[src/rtl/player_input_decoder_pkg.sv]
// Shared scan-code constants, keycode/state enumerations and key-mapping helpers
// for the player input decoder.
package player_input_decoder_pkg;

    localparam logic [7:0] SC_W     = 8'h1D;
    localparam logic [7:0] SC_A     = 8'h1C;
    localparam logic [7:0] SC_S     = 8'h1B;
    localparam logic [7:0] SC_D     = 8'h23;
    localparam logic [7:0] SC_SPACE = 8'h29;
    localparam logic [7:0] SC_BREAK = 8'hF0;
    localparam logic [7:0] SC_EXT   = 8'hE0;

    localparam logic [1:0] GS_PLAY = 2'b01;

    localparam int HELD_W    = 5;
    localparam int KEY_W     = 0;
    localparam int KEY_A     = 1;
    localparam int KEY_S     = 2;
    localparam int KEY_D     = 3;
    localparam int KEY_SPACE = 4;

    typedef enum logic [3:0] {
        KC_NONE = 4'd0,
        KC_W    = 4'd1,
        KC_A    = 4'd2,
        KC_S    = 4'd3,
        KC_D    = 4'd4,
        KC_WA   = 4'd5,
        KC_WD   = 4'd6,
        KC_SA   = 4'd7,
        KC_SD   = 4'd8
    } keycode_e;

    typedef enum logic [1:0] {
        IDLE    = 2'd0,
        BRK     = 2'd1,
        EXT     = 2'd2,
        EXT_BRK = 2'd3
    } scan_state_e;

    // One-hot held-key bit for a tracked scan code; zero for anything else.
    function automatic logic [HELD_W-1:0] key_onehot(input logic [7:0] sc);
        logic [HELD_W-1:0] hit;
        hit = '0;
        case (sc)
            SC_W:     hit[KEY_W]     = 1'b1;
            SC_A:     hit[KEY_A]     = 1'b1;
            SC_S:     hit[KEY_S]     = 1'b1;
            SC_D:     hit[KEY_D]     = 1'b1;
            SC_SPACE: hit[KEY_SPACE] = 1'b1;
            default:  hit = '0;
        endcase
        return hit;
    endfunction

    // Opposing keys cancel on each axis before the axes are combined.
    function automatic keycode_e direction_code(input logic [HELD_W-1:0] held);
        logic up, down, left, right;
        keycode_e kc;
        up    = held[KEY_W] & ~held[KEY_S];
        down  = held[KEY_S] & ~held[KEY_W];
        left  = held[KEY_A] & ~held[KEY_D];
        right = held[KEY_D] & ~held[KEY_A];
        kc = KC_NONE;
        if (up && left)        kc = KC_WA;
        else if (up && right)  kc = KC_WD;
        else if (down && left) kc = KC_SA;
        else if (down && right) kc = KC_SD;
        else if (up)           kc = KC_W;
        else if (down)         kc = KC_S;
        else if (left)         kc = KC_A;
        else if (right)        kc = KC_D;
        return kc;
    endfunction

endpackage

[src/rtl/ps2_scancode_fsm.sv]
// PS/2 set-2 byte sequencer: turns prefixed byte streams into make/break strobes.
//   state   | meaning
//   IDLE    | expecting a make code or a prefix byte
//   BRK     | F0 seen, next byte is a break code
//   EXT     | E0 seen, extended sequence in progress
//   EXT_BRK | E0 F0 seen, next byte ends the extended break
module ps2_scancode_fsm
    import player_input_decoder_pkg::*;
(
    input  logic       Clk,
    input  logic       Reset,
    input  logic       scanValid,
    input  logic [7:0] scanCode,
    output logic       makeStrobe,
    output logic       breakStrobe,
    output logic [7:0] code
);

    scan_state_e state, state_next;

    always_ff @(posedge Clk or negedge Reset) begin
        if (!Reset) state <= IDLE;
        else        state <= state_next;
    end

    // Strobes are combinational so the held-key register lands one Clk after the byte.
    always_comb begin
        state_next  = state;
        makeStrobe  = 1'b0;
        breakStrobe = 1'b0;
        if (scanValid) begin
            case (state)
                IDLE: begin
                    if (scanCode == SC_BREAK)    state_next = BRK;
                    else if (scanCode == SC_EXT) state_next = EXT;
                    else                         makeStrobe = 1'b1;
                end
                BRK: begin
                    breakStrobe = 1'b1;
                    state_next  = IDLE;
                end
                EXT: begin
                    if (scanCode == SC_BREAK) state_next = EXT_BRK;
                    else                      state_next = IDLE;
                end
                EXT_BRK: state_next = IDLE;
                default: state_next = IDLE;
            endcase
        end
    end

    assign code = scanCode;

endmodule

[src/rtl/player_input_decoder.sv]
// Keyboard-to-game decoder: tracks held WASD/Space keys, produces a registered
// direction code and a one-frame jump request aligned to VS.
module player_input_decoder
    import player_input_decoder_pkg::*;
(
    input  logic       Clk,
    input  logic       Reset,
    input  logic       scanValid,
    input  logic [7:0] scanCode,
    input  logic       VS,
    input  logic [1:0] gameState,
    output logic [3:0] keycode,
    output logic       keyPress,
    output logic       Jumping
);

    logic              make_strobe;
    logic              break_strobe;
    logic [7:0]        code;
    logic [HELD_W-1:0] held;
    logic [HELD_W-1:0] key_hit;
    logic              vs_q;
    logic              vs_rise;
    logic              play;
    logic              space_press;
    logic              jump_pending;
    keycode_e          keycode_q;
    logic              key_press_q;

    ps2_scancode_fsm u_scan_fsm (
        .Clk         (Clk),
        .Reset       (Reset),
        .scanValid   (scanValid),
        .scanCode    (scanCode),
        .makeStrobe  (make_strobe),
        .breakStrobe (break_strobe),
        .code        (code)
    );

    assign key_hit     = key_onehot(code);
    assign play        = (gameState == GS_PLAY);
    assign vs_rise     = VS & ~vs_q;
    // Typematic repeats arrive as makes while Space is already held; only a fresh press jumps.
    assign space_press = make_strobe && (code == SC_SPACE) && !held[KEY_SPACE];

    // Held keys keep tracking outside play so outputs are correct on return.
    always_ff @(posedge Clk or negedge Reset) begin
        if (!Reset) begin
            held <= '0;
        end else if (make_strobe) begin
            held <= held | key_hit;
        end else if (break_strobe) begin
            held <= held & ~key_hit;
        end
    end

    // A new press wins over a same-cycle VS edge so the jump survives to the next frame.
    always_ff @(posedge Clk or negedge Reset) begin
        if (!Reset) begin
            vs_q         <= 1'b0;
            jump_pending <= 1'b0;
        end else begin
            vs_q <= VS;
            if (!play)            jump_pending <= 1'b0;
            else if (space_press) jump_pending <= 1'b1;
            else if (vs_rise)     jump_pending <= 1'b0;
        end
    end

    always_ff @(posedge Clk or negedge Reset) begin
        if (!Reset) begin
            keycode_q   <= KC_NONE;
            key_press_q <= 1'b0;
        end else if (play) begin
            keycode_q   <= direction_code(held);
            key_press_q <= |held;
        end else begin
            keycode_q   <= KC_NONE;
            key_press_q <= 1'b0;
        end
    end

    assign keycode  = keycode_q;
    assign keyPress = key_press_q;
    // Gated by play so Jumping drops in the same cycle play is left.
    assign Jumping  = jump_pending & play;

endmodule
[config.mk]
export PLATFORM = sky130hd
export DESIGN_NAME = player_input_decoder
export DESIGN_NICKNAME = d
export VERILOG_FILES = /design/src/rtl/player_input_decoder_pkg.sv /design/src/rtl/ps2_scancode_fsm.sv /design/src/rtl/player_input_decoder.sv
export SDC_FILE = /design/constraint.sdc
export NUM_CORES = 1
export LEC_CHECK = 0
export ABC_AREA = 0
export CAP_MARGIN = 30
export CORE_AREA = 2 2 54 69
export DETAILED_ROUTE_END_ITERATION = 10
export DIE_AREA = 0 0 56 71
export GPL_TIMING_DRIVEN = 0
export PLACE_DENSITY = 0.48
export SYNTH_ARGS = -nofsm -noshare
export SYNTH_HDL_FRONTEND = slang
export SYNTH_HIERARCHICAL = 1
export SYNTH_SLANG_ARGS = --single-unit
[constraint.sdc]
create_clock -name Clk -period 2.4 [get_ports Clk]
set_clock_uncertainty 0.05 [all_clocks]
set_input_delay 0.48 -clock Clk [delete_from_list [all_inputs] [get_ports Clk]]
set_output_delay 0.48 -clock Clk [all_outputs]
set_load 0.005 [all_outputs]
==> run_results.csv, run 1 <==
group,metric,value,unit
sta,relSlewSlack,0.597,
floorplan,io-pin-count,20,
yosys,synth_seq_cells,14,
cells_and_area,area_delta_synth_final,39.8,%
clock_tree,path_clk_slew,50,ps
floorplan,rows,24,
detailed_routing,vias_per_cell,4.44,
floorplan,die_w,56,um
setup_path,slowest_delay,520,ps
global_routing,antenna_found_initial,0,
clock_tree,clockBufferDepth,2,
setup_path,cpMostUsedCell,"clkdlybuf4s50_1",
yosys,ys_seq_area_frac,0.439,
yosys,syn_area,798,sq um
floorplan,die_height,71,um
sta,tightest_slew,603,ps
job,maxCapViolCount,0,
place,port_buffers,19,
pwr,ir_worst_vdd,0.258,mV
yosys,synth_most_common_cell,"dfrtp_1",
yosys,ys_async_sr_fraction,1.00,
setup_path,required,1870,ps
clock_tree,cts-htree-levels,1,
cells_and_area,num_antenna_cells,0,
yosys,yosysTopAreaCellShare,0.439,
clock_tree,insertion_delay,240,ps
yosys,synth_edf_count,0,
sta,hold_viol,0,
global_routing,grt_max_degree,15,
clock_tree,cts_tree,"done",
floorplan,initial_core_util,0.237,
detailed_routing,wire_per_inst,10.5,um
place,place_congestion,0.696,
setup_path,cp_slowest_cell,"clkdlybuf4s50_1",
clock_tree,cts_made_buffers,3,
floorplan,dieArea,3980,sq um
cells_and_area,drive_above_1_share,0.194,
sta,setup_viol,0,
detailed_routing,drt-pass1-iter-count,4,
clock_tree,hold_buffers,0,
yosys,synth_top_cell_by_area,"dfrtp_1",
outcome,status,"finished clean",
yosys,netlist-cell-type-count,31,
place,dp_hpwl,1240,um
yosys,synth.top_cells.by_area,"dfrtp_1, buf_4, mux2_1",
sta,max_freq,0.429,GHz
setup_path,crit_fanout,7,
detailed_routing,ant_nets,0,
yosys,synth_flop_cell,"dfrtp_1",
setup_path,path_cells,"clkdlybuf4s50_1, nand2b_1, nor2_1, clkdlybuf4s50_1",
yosys,avgSynthCellArea,10.1,sq um
floorplan,coreArea,3360,sq um
clock_tree,clock_sinks,14,
pwr,power_density,465,nW/um^2
global_routing,grt_pass1_wl,2680,um
setup_path,worst-setup-path-type,"in2out",
setup_path,cp_num_buf_inv,2,
pwr,fin_total_pwr,519,uW
clock_tree,cts_root_buf,"clkbuf_8",
setup_path,start_kind,"input pin",
cells_and_area,final_util,0.332,
pwr,p_leak,0.000472,uW
setup_path,cp_top_family,"buffers and inverters",
yosys,syn_inst,79,
sta,final_max_slew_viol_count,0,
yosys,synth_fp_nets,93,
global_routing,grt_pass1_vias,616,
detailed_routing,drt_iter0_markers,6,
cells_and_area,nets,119,
detailed_routing,wirelength,1490,um
yosys,yosys_warnings,6,
yosys,synth_common_cells,"dfrtp_1, nor2_1, buf_4, nand2b_1",
worst_hold_path,min_path_type,"reg2reg",
sta,period_needed,2330,ps
detailed_routing,drc_errors,0,
global_routing,track_usage,0.0860,
setup_path,crit_path_end_kind,"output pin",
global_routing,grt_overflow,0,
sta,fin_setup_tns,0,ps
sta,timing.final.crit_share,0.970,
setup_path,worst_ep_arrival_time,1800,ps
detailed_routing,vias,630,
sta,rsz0062_at_grt,"false",
-- placed cells by master, fill, tap and decap left out --
cell type,instances
nor3_2,1
mux2_1,4
o21ai_1,1
nand4_1,1
nand2b_1,5
dlymetal6s2s_1,1
nor2_1,9
nor4_2,1
and4bb_2,1
nor3b_1,1
or4b_4,1
clkbuf_8,3
a21oi_1,2
dlygate4sd2_1,1
and3_1,1
a22oi_1,1
nor2b_1,4
a22o_1,1
clkdlybuf4s50_1,17
and2_1,1
o21bai_1,2
inv_1,3
nand2_1,3
dfrtp_1,14
nor3_1,3
a2bb2oi_1,1
nand3_1,1
o211ai_1,2
o21ai_0,2
a32o_1,1
nor4b_4,1
buf_4,10
or3_4,1
a31oi_4,1
or4b_1,1
-- through the flow --
stage / worst slack, ps / cells / cell area, sq um / hold WS [ps]
final: 71.1 / 142 / 1120 / 489
after global routing: 1.03 / 142 / 1120 / 527
after CTS: 7.18 / 140 / 1100 / 497
after detailed placement: -631 / 137 / 1040 / 482
after global placement: -553 / 137 / 1040 / 469
after floorplan: 205 / 79 / 798 / 134
-- metal layers --
layer,track usage,vias to the layer above,part of all wire
met4,0.0317,0,0.014
li1,-,323,-
met2,0.153,22,0.48
met3,0.0293,2,0.074
met5,0,-,0
met1,0.0940,283,0.43
-- worst register-to-register path, stage by stage, from the launching register on --
cell and delay [ps]:
dfrtp_1 410, inv_1 80, nand3_1 120, a31oi_4 210, nor2_1 70, or3_4 390, nor3_2 130, mux2_1 330
-- kinds of logic after synthesis --
kind of cell    count (synthesis)  share of synthesized area
simple gates                   36                      0.295
compound gates                 14                      0.121
mux                             4                     0.0564
flops                          14                      0.439
buf+inv                        11                     0.0893
-- what timing repair did --
action / in CTS / in global routing
setup buffers: 0 / 2
pin swaps: 0 / 1
gates resized for setup: 4 / 1
setup endpoints to repair: 4 / 2
endpoints found under the hold margin: 0 / 0
gates cloned: 0 / 0
-- report_power, final --
group	internal (uW)	switching [uW]	leakage [uW]	total [uW]
combinational	48.9	33.3	0.000258	82.2
clock	111	76.3	0.0000216	187
sequential	244	5.40	0.000192	249
-- final timing paths --
path                                     start                  end  slack [ps]  cells after the start
max                               gameState[1]              Jumping          70                      4
min                                       flop                 flop         490                      1
max reg2reg                u_scan_fsm/state[0]                 flop         480                      7
min reg2reg                               flop                 flop         490                      1
max in group asynchronous                Reset  u_scan_fsm/state[0]        1340                      1
min in group asynchronous                Reset           keycode[2]         570                      1
-- layout make-up --
class | instances | area, sq um
Buffer | 8 | 60.1
Clock buffer | 3 | 41.3
Fill cell | 355 | 2250
Inverter | 3 | 11.3
Multi-Input combinational cell | 54 | 398
Sequential cell | 14 | 350
Tap cell | 39 | 48.8
Timing Repair Buffer | 21 | 206
No activity file was read; power rests on OpenSTA's default activity.
==> run 2: changes to the inputs <==
- DONT_BUFFER_PORTS: not set -> 1
- PLACE_DENSITY: 0.48 -> 0.4
==> run 2 against run 1 <==
Compared with the run above: total power up 1.1%; highest routed layer unchanged; via count shrank 10%; clock power grew 20%; routed wire length decreased by 3.9%; sequential power about the same; first-iteration DRC count up 33%; die area unchanged; worst setup slack better by 89 ps; worst hold slack worse by 270 ps; largest power group unchanged; final area shrank 18%.
==> run_results.csv, run 2 (same netlist as run 1, synthesis figures left out) <==
group,metric,value,unit
clock_tree,postCtsSetupRepairBufs,0,
global_routing,grt_max_degree,15,
floorplan,die_w,56,um
setup_path,crit_fanout,8,
pwr,fin_total_pwr,524,uW
sta,tightest_slew,676,ps
cells_and_area,fillers,368,
floorplan,dieArea,3980,sq um
global_routing,grt_overflow,0,
detailed_routing,wirelength,1440,um
cells_and_area,drive_above_1_share,0.202,
pwr,power_density,575,nW/um^2
global_routing,antenna_found_initial,0,
cells_and_area,nets,99,
detailed_routing,drt-pass1-iter-count,4,
floorplan,initial_core_util,0.237,
sta,setup_viol,0,
pwr,ir_worst_vdd,0.257,mV
detailed_routing,vias,567,
setup_path,worst-setup-path-type,"reg2reg",
pwr,p_leak,0.000390,uW
floorplan,io-pin-count,20,
sta,period_needed,2240,ps
setup_path,worst_ep_arrival_time,2310,ps
setup_path,required,2470,ps
place,place_area,847,sq um
floorplan,die_height,71,um
clock_tree,cts-htree-levels,1,
sta,timing.final.crit_share,0.933,
floorplan,coreArea,3360,sq um
clock_tree,hold_buffers,1,
place,dp_hpwl,1110,um
sta,timing.hold.ws,216,ps
cells_and_area,area_delta_synth_final,14.3,%
detailed_routing,drc_errors,0,
cells_and_area,num_antenna_cells,0,
detailed_routing,wire_per_inst,11.7,um
clock_tree,ctsResizeCount,0,
clock_tree,clock_sinks,14,
job,maxCapViolCount,0,
floorplan,rows,24,
outcome,status,"finished clean",
sta,final_max_slew_viol_count,0,
clock_tree,cts_made_buffers,3,
cells_and_area,layout_common_cells,"dfrtp_1, nor2_1, buf_4",
clock_tree,cts_tree,"done",
clock_tree,cts_root_buf,"clkbuf_8",
place,place_congestion,0.648,
detailed_routing,vias_per_cell,4.61,
cells_and_area,final_common_cell,"dfrtp_1",
sta,relSlewSlack,0.547,
setup_path,start_kind,"flop",
global_routing,grt_pass1_wl,2450,um
clock_tree,clockBufferDepth,2,
setup_path,crit_path_end_kind,"flop",
global_routing,grt_pass1_vias,568,
clock_tree,path_clk_slew,60,ps
clock_tree,insertion_delay,240,ps
sta,rsz0062_at_grt,"false",
sta,max_freq,0.446,GHz
detailed_routing,drt_iter0_markers,8,
place,port_buffers,0,
detailed_routing,ant_nets,0,
cells_and_area,stdcell_area,912,sq um
global_routing,track_usage,0.0781,
sta,hold_viol,0,
worst_hold_path,min_path_type,"in2reg",
## run 2: path summary, 6_finish.rpt
kind / slack (ps) / to / start / cells after the start
max in group asynchronous: 1240 / async pin / Reset / 1
hold reg to reg: 490 / flop / flop / 1
hold / removal: 220 / vs_q / VS / 0
setup / recovery: 160 / flop / u_scan_fsm/state[0] / 6
min in group asynchronous: 650 / keycode[2] / Reset / 1
setup reg to reg: 160 / flop / u_scan_fsm/state[0] / 6
## run 2: through the flow
stage                     cells   util  TNS, ps  setup WS, ps
after floorplan              79      -        0           205
after global placement      118  0.252     -208         -79.8
after detailed placement    118  0.252     -193         -76.3
after CTS                   123  0.271        0           139
after global routing        123  0.271        0          15.2
final                       123  0.271        0           160
## run 2: area by class of cell
| class | count | area [sq um] | area share |
|---|---|---|---|
| buffer | 8 | 60.1 | 0.0658 |
| sequential | 14 | 350 | 0.384 |
| multi-input combinational | 54 | 377 | 0.413 |
| tap | 39 | 48.8 | 0.0535 |
| timing repair buffer | 1 | 10.0 | 0.0110 |
| inverter | 3 | 11.3 | 0.0123 |
| clock buffer | 4 | 55.1 | 0.0604 |
## run 2: power breakdown
| group | switching, uW | internal [uW] |
|---|---|---|
| clock network | 80.3 | 145 |
| registers | 5.94 | 244 |
| logic | 23.3 | 26.0 |
| total | 110 | 415 |
## run 2: worst max-delay path, stage by stage (launching register included)
cell	delay, ps
dfrtp_1	420
inv_1	80
nand3_1	70
a31oi_1	520
o211ai_1	230
nor4_1	380
mux2_1	360
## run 2: layer usage
metal,vias up,part of all wire,GRT usage
met5,-,0,0
met4,0,0.0091,0.0317
met2,21,0.47,0.125
met1,259,0.45,0.0938
li1,285,-,-
met3,2,0.073,0.0293
==> run 3: changes to the inputs <==
- ABC_AREA: 0 -> not set
- ABC_CLOCK_PERIOD_IN_PS: not set -> 2400
- TNS_END_PERCENT: not set -> 10
==> results of run 3 <==
Same layout as run 2: the final DEF is identical, and so are final timing and power.
